$ cat config.mk
export PLATFORM = sky130hd
export DESIGN_NAME = mem_arbiter
export DESIGN_NICKNAME = d
export VERILOG_FILES = /design/src/rtl/cpu_bus_pkg.sv /design/src/rtl/arb_watchdog.sv /design/src/rtl/mem_arbiter.sv
export SDC_FILE = /design/constraint.sdc
export NUM_CORES = 1
export LEC_CHECK = 0
export ABC_AREA = 0
export BUFFER_PORTS_ARGS = -buffer_cell sky130_fd_sc_hd__buf_2
export CELL_PAD_IN_SITES_DETAIL_PLACEMENT = 0
export CELL_PAD_IN_SITES_GLOBAL_PLACEMENT = 1
export CORE_MARGIN = 5
export CORE_UTILIZATION = 32
export CTS_CLUSTER_DIAMETER = 30
export CTS_CLUSTER_SIZE = 10
export DETAILED_ROUTE_END_ITERATION = 10
export GPL_TIMING_DRIVEN = 0
export MAX_ROUTING_LAYER = met4
export PLACE_DENSITY_LB_ADDON = 0.08
export RECOVER_POWER = 25
export SYNTH_ARGS = -nofsm -noshare
export SYNTH_HDL_FRONTEND = slang
export SYNTH_SLANG_ARGS = --single-unit
$ cat constraint.sdc
create_clock -name clk -period 2.92 [get_ports clk]
set_clock_uncertainty 0.1 [all_clocks]
set_input_delay 0.876 -clock clk [delete_from_list [all_inputs] [get_ports clk]]
set_output_delay 0.876 -clock clk [all_outputs]
set_load 0.05 [all_outputs]
$ cat src/rtl/cpu_bus_pkg.sv
// rtl/cpu_bus_pkg.sv - shared types and widths for the CPU memory arbiter
package cpu_bus_pkg;

  localparam int ADDR_W = 32;
  localparam int DATA_W = 32;
  localparam int MASK_W = 4;

  typedef enum logic [1:0] {IDLE, REQ, WAIT} arb_state_t;
  typedef enum logic [1:0] {NONE, IF, LS} owner_t;

endpackage

$ cat src/rtl/arb_watchdog.sv
// rtl/arb_watchdog.sv - saturating cycle counter that flags a hung transaction
module arb_watchdog #(
  parameter int TIMEOUT = 255
) (
  input  logic clk,
  input  logic rst,
  input  logic clear,
  input  logic enable,
  output logic expired
);

  localparam int CNT_W = $clog2(TIMEOUT + 1);
  // count holds k-1 in the k-th waiting cycle, so expiry lands TIMEOUT cycles after clear
  localparam logic [CNT_W-1:0] LAST = CNT_W'(TIMEOUT - 1);
  localparam logic [CNT_W-1:0] MAX  = '1;

  logic [CNT_W-1:0] count;

  always_ff @(posedge clk or negedge rst) begin
    if (!rst) begin
      count <= '0;
    end else if (clear) begin
      count <= '0;
    end else if (enable && (count != MAX)) begin
      count <= count + 1'b1;
    end
  end

  assign expired = enable && (count == LAST);

endmodule

$ cat src/rtl/mem_arbiter.sv
// rtl/mem_arbiter.sv - shares one single-outstanding memory port between IF and LS
module mem_arbiter
  import cpu_bus_pkg::*;
#(
  parameter int TIMEOUT = 255
) (
  input  logic              clk,
  input  logic              rst,
  input  logic              if_req,
  input  logic [ADDR_W-1:0] if_addr,
  output logic              if_rvalid,
  output logic [DATA_W-1:0] if_rdata,
  input  logic              ls_req,
  input  logic              ls_wen,
  input  logic [ADDR_W-1:0] ls_addr,
  input  logic [DATA_W-1:0] ls_wdata,
  input  logic [MASK_W-1:0] ls_wmask,
  output logic              ls_rvalid,
  output logic [DATA_W-1:0] ls_rdata,
  output logic              bus_err,
  output logic              mem_req,
  input  logic              mem_ready,
  output logic              mem_wen,
  output logic [ADDR_W-1:0] mem_addr,
  output logic [DATA_W-1:0] mem_wdata,
  output logic [MASK_W-1:0] mem_wmask,
  input  logic              mem_rvalid,
  input  logic [DATA_W-1:0] mem_rdata
);

  arb_state_t state, state_d;
  owner_t     owner, owner_d;
  logic       grant_ls, grant_if, accept, resp_real, resp_forced, expired, in_wait;

  assign in_wait = (state == WAIT);

  arb_watchdog #(.TIMEOUT(TIMEOUT)) u_watchdog (
    .clk     (clk),
    .rst     (rst),
    .clear   (accept),
    .enable  (in_wait),
    .expired (expired)
  );

  // LS wins ties: its instruction has already been fetched
  always_comb begin
    state_d     = state;
    owner_d     = owner;
    grant_ls    = 1'b0;
    grant_if    = 1'b0;
    accept      = 1'b0;
    resp_real   = 1'b0;
    resp_forced = 1'b0;
    case (state)
      IDLE: begin
        if (ls_req) begin
          grant_ls = 1'b1;
          owner_d  = LS;
          state_d  = REQ;
        end else if (if_req) begin
          grant_if = 1'b1;
          owner_d  = IF;
          state_d  = REQ;
        end
      end
      REQ: begin
        if (mem_ready) begin
          accept  = 1'b1;
          state_d = WAIT;
        end
      end
      WAIT: begin
        if (mem_rvalid) begin
          resp_real = 1'b1;
          owner_d   = NONE;
          state_d   = IDLE;
        end else if (expired) begin
          resp_forced = 1'b1;
          owner_d     = NONE;
          state_d     = IDLE;
        end
      end
      default: begin
        owner_d = NONE;
        state_d = IDLE;
      end
    endcase
  end

  always_ff @(posedge clk or negedge rst) begin
    if (!rst) begin
      state <= IDLE;
      owner <= NONE;
    end else begin
      state <= state_d;
      owner <= owner_d;
    end
  end

  always_ff @(posedge clk or negedge rst) begin
    if (!rst) begin
      mem_wen   <= 1'b0;
      mem_addr  <= '0;
      mem_wdata <= '0;
      mem_wmask <= '0;
    end else if (grant_ls) begin
      mem_wen   <= ls_wen;
      mem_addr  <= ls_addr;
      mem_wdata <= ls_wdata;
      mem_wmask <= ls_wmask;
    end else if (grant_if) begin
      mem_wen   <= 1'b0;
      mem_addr  <= if_addr;
      mem_wdata <= '0;
      mem_wmask <= '0;
    end
  end

  assign mem_req   = (state == REQ);
  assign bus_err   = resp_forced;
  assign if_rvalid = (resp_real || resp_forced) && (owner == IF);
  assign ls_rvalid = (resp_real || resp_forced) && (owner == LS);
  // forced responses carry zero data; real data passes straight through
  assign if_rdata  = (resp_real && (owner == IF)) ? mem_rdata : '0;
  assign ls_rdata  = (resp_real && (owner == LS)) ? mem_rdata : '0;

endmodule

==> flow_summary.json <==
{
  "status": "finished with violations",
  "violations": "capacitance limit, slew limit",
  "maxSlewHeadroom_pct": -11.1,
  "fin_cells": 840,
  "reg2reg_slack_ps": 1070,
  "ir_drop_mv": 0.720,
  "seqCellArea_um2": 2030,
  "r2r_end": "mem_addr[5]$_DFFE_PN0P_",
  "worst_setup_path_start_kind": "input port",
  "area_delta_synth_final_pct": 57.6,
  "syn_area_um2": 4030,
  "clkLatencyLatePin_ps": 330,
  "synth_top_family_by_area": "simple AND/OR/NAND/NOR gates",
  "postRouteAntennaNets": 0,
  "num_vias": 3884,
  "cp.arrival_ps": 1920,
  "synth_fa_ha_area_share_pct": 0.621,
  "fin_crit_sh_pct": 99.3,
  "ioPinCount": 276,
  "portBuffers": 275,
  "slowest_stage": "nor4_4",
  "wirelength_mm": 14.1,
  "fin_ws_ps": 20.9,
  "min_path_cells": 1,
  "overflow": 0,
  "reg2reg_from": "state[0]$_DFFE_PN0P_",
  "synth_xor_area_share_pct": 0,
  "drc_errors": 0,
  "wl_per_cell_um": 16.8,
  "fin_nets": 801,
  "die_h_um": 122,
  "hold_start": "mem_wdata[13]$_DFFE_PN0P_",
  "vias_per_cell": 4.62,
  "netlist_instances": 367,
  "root_buffer": "clkbuf_16",
  "whs_endpoint": "mem_wdata[13]$_DFFE_PN0P_",
  "drtIter0Drc": 106,
  "core_area_um2": 12500,
  "synthMuxAreaShare_pct": 9.43,
  "path_clk_slew_ps": 60,
  "final.min_clock_period_ps": 2900,
  "fp-row-count": 41,
  "pre_cts_slack_ps": -222,
  "timing.critical_path.slowest_cell_delay_ps": 270,
  "cap_violations": 1,
  "synth_warnings": 0,
  "synth_nets": 508,
  "multi_input_area_um2": 1810,
  "yosys.area_share.simple_pct": 19.1,
  "crit_top_cell": "buf_6",
  "rr_worst_depth": 6,
  "clockBufferDepth": 2,
  "gp_congestion": 0.792,
  "clkSinkCount": 81,
  "drv_slew": 28,
  "synth_compound_area_share_pct": 14.8,
  "p_leak_nw": 3.35,
  "drive_gt1_share_pct": 50.7,
  "drtPass1Iterations": 4,
  "path_cells": "buf_6 -> inv_4 -> nor4_4 -> buf_6 -> clkbuf_16 -> and2_1 -> buf_6",
  "hold_violations": 0,
  "die_w_um": 122,
  "fin_util_pct": 51.0,
  "cts_max_level": 3,
  "cts_tree": "built",
  "dieArea_um2": 14900,
  "setup_viol": 0,
  "synth_cell_type_count": 41,
  "initial_core_util_pct": 32.3,
  "crit_type": "in -> out",
  "cts_buffers": 9,
  "grt_max_degree": 55,
  "p_per_area_nw_per_um2": 1030,
  "grtUsageTotal_pct": 18.4,
  "hpwl_mm": 10.8,
  "max_slew.worst_pin.slew_ps": 1670,
  "crit_family": "buffers and inverters",
  "grt_pass1_vias": 4018,
  "placed_cells": 815,
  "ys_seq_area_share_pct": 50.3,
  "fillerInstances": 1186,
  "hold_class": "reg -> reg",
  "path_buf_inv": 5,
  "syn_avg_cell_area_um2": 11.0,
  "timing.fmax_mhz": 345,
  "ys_ff_latch": 81,
  "rsz0062_at_grt": "yes",
  "crit_required_ps": 1940,
  "cp-end-kind": "output pin",
  "grt_pass1_wl_mm": 20.7,
  "worstPathMaxFanout": 8,
  "antenna_found_initial": 3
}
## cell usage after synthesis, drive strengths merged
cell | instances | share of area, %
ha | 2 | 0.62
o21ai | 34 | 4.2
and4 | 1 | 0.28
o22ai | 1 | 0.16
nand2 | 38 | 3.5
inv | 4 | 0.37
nor4 | 2 | 0.68
and2 | 64 | 9.9
nor3b | 2 | 0.62
o41ai | 1 | 0.22
o311a | 1 | 0.25
nor2b | 2 | 0.31
dfrtp | 81 | 50
o211ai | 1 | 0.19
mux2i | 38 | 9.4
nor4b | 1 | 0.22
nor3 | 1 | 0.12
o31ai | 1 | 0.19
clkbuf | 5 | 0.47
a21oi | 2 | 0.25
and3 | 4 | 0.62
nand3b | 3 | 0.56
and4b | 1 | 0.25
nand3 | 4 | 0.50
a41o | 2 | 0.50
o211a | 1 | 0.25
nand2b | 3 | 0.65
a211oi | 1 | 0.19
a211o | 1 | 0.22
nand4 | 2 | 0.31
a22o | 37 | 8.0
and2b | 1 | 0.19
nor2 | 1 | 0.28
buf | 23 | 5.0
a31oi | 1 | 0.16
## stage by stage
stage               hold WS [ps]  area, um^2  setup TNS, ps  power (mW)
detailed placement           377        5670          -6290        5.51
finish                       396        6350              0        6.55
CTS                          366        6250              0        6.62
floorplan                    382        4050              0        4.57
global placement             378        5640          -5030        5.47
global route                 411        6350          -33.8        6.89
## layout by cell type, fill, tap and decap left out, types with 2 or more instances in the layout
| master | count |
|---|---|
| a21oi_1 | 2 |
| a22o_1 | 37 |
| a41o_1 | 2 |
| and2_1 | 53 |
| and2_4 | 11 |
| and3_1 | 4 |
| buf_12 | 3 |
| buf_2 | 219 |
| buf_4 | 35 |
| buf_6 | 40 |
| buf_8 | 4 |
| clkbuf_1 | 10 |
| clkbuf_16 | 10 |
| clkinv_4 | 2 |
| dfrtp_1 | 81 |
| diode_2 | 3 |
| ha_1 | 2 |
| inv_1 | 3 |
| mux2i_1 | 38 |
| nand2_1 | 38 |
| nand2b_1 | 2 |
| nand3_1 | 4 |
| nand3b_1 | 3 |
| nand4_1 | 2 |
| nor2b_1 | 2 |
| nor3b_2 | 2 |
| o21ai_0 | 4 |
| o21ai_1 | 30 |
## kinds of logic after synthesis
group / count (synthesis)
and+or+nand+nor: 130
muxes: 38
AOI/OAI and AO/OA: 84
adders and majority gates: 2
DFF: 81
buffers and inverters: 32
## flip-flops by register name, summed over array words and instances (netlist names)
name              cells
mem_wdata            32
mem_wen               1
u_watchdog.count      8
owner                 2
mem_wmask             4
mem_addr             32
state                 2
## power by group
| part | total [mW] | internal (mW) | switching (mW) |
|---|---|---|---|
| Clock | 1.03 | 0.579 | 0.455 |
| Sequential | 1.84 | 1.58 | 0.258 |
| Combinational | 3.67 | 1.09 | 2.58 |
| Total | 6.55 | 3.25 | 3.30 |
## what timing repair did
action / in CTS / in global routing
endpoints found under the setup margin: 61 / 62
resized for setup: 99 / 25
gates cloned: 0 / 3
pin swaps: 1 / 3
hold buffers: 0 / 0
buffers inserted: 3 / 0
endpoints found under the hold margin: 0 / 0
## worst reg2reg max path: cells and delay by family, from the launching register on
family / cells / cell delay, ps
AO/OA/AOI/OAI: 1 / 90
buffers and inverters: 3 / 850
flip-flops: 1 / 400
AND/OR/NAND/NOR: 2 / 340
## layout make-up
| cell class | count | area share [%] |
|---|---|---|
| antenna | 3 | 0.118 |
| buffer | 28 | 3.88 |
| clock buffer | 12 | 3.72 |
| clock inverter | 4 | 0.473 |
| inverter | 4 | 0.276 |
| multi-input combinational | 254 | 28.5 |
| sequential | 81 | 31.9 |
| tap | 172 | 3.39 |
| timing repair buffer | 282 | 27.7 |
## per-layer routing
layer | vias to the layer above | routed length (um) | track usage (%)
met2 | 170 | 7030 | 31.2
li1 | 1884 | - | -
met5 | - | 0 | -
met4 | 0 | 320 | 6.09
met1 | 1812 | 5450 | 20.7
met3 | 18 | 1330 | 5.53
## worst max-delay path by stage
stage / slack (ps) / depth (start not counted) / end / startpoint
final: 20 / 7 / if_rdata[7] / mem_rvalid
after global routing: -10 / 7 / if_rdata[7] / mem_rvalid
after CTS: 1 / 7 / if_rdata[4] / state[0]$_DFFE_PN0P_
after detailed placement: -220 / 6 / if_rdata[4] / mem_rvalid
after global placement: -190 / 6 / if_rdata[4] / mem_rvalid
after floorplan: 80 / 4 / if_rdata[10] / mem_rvalid
No activity file was read; power rests on OpenSTA's default activity.
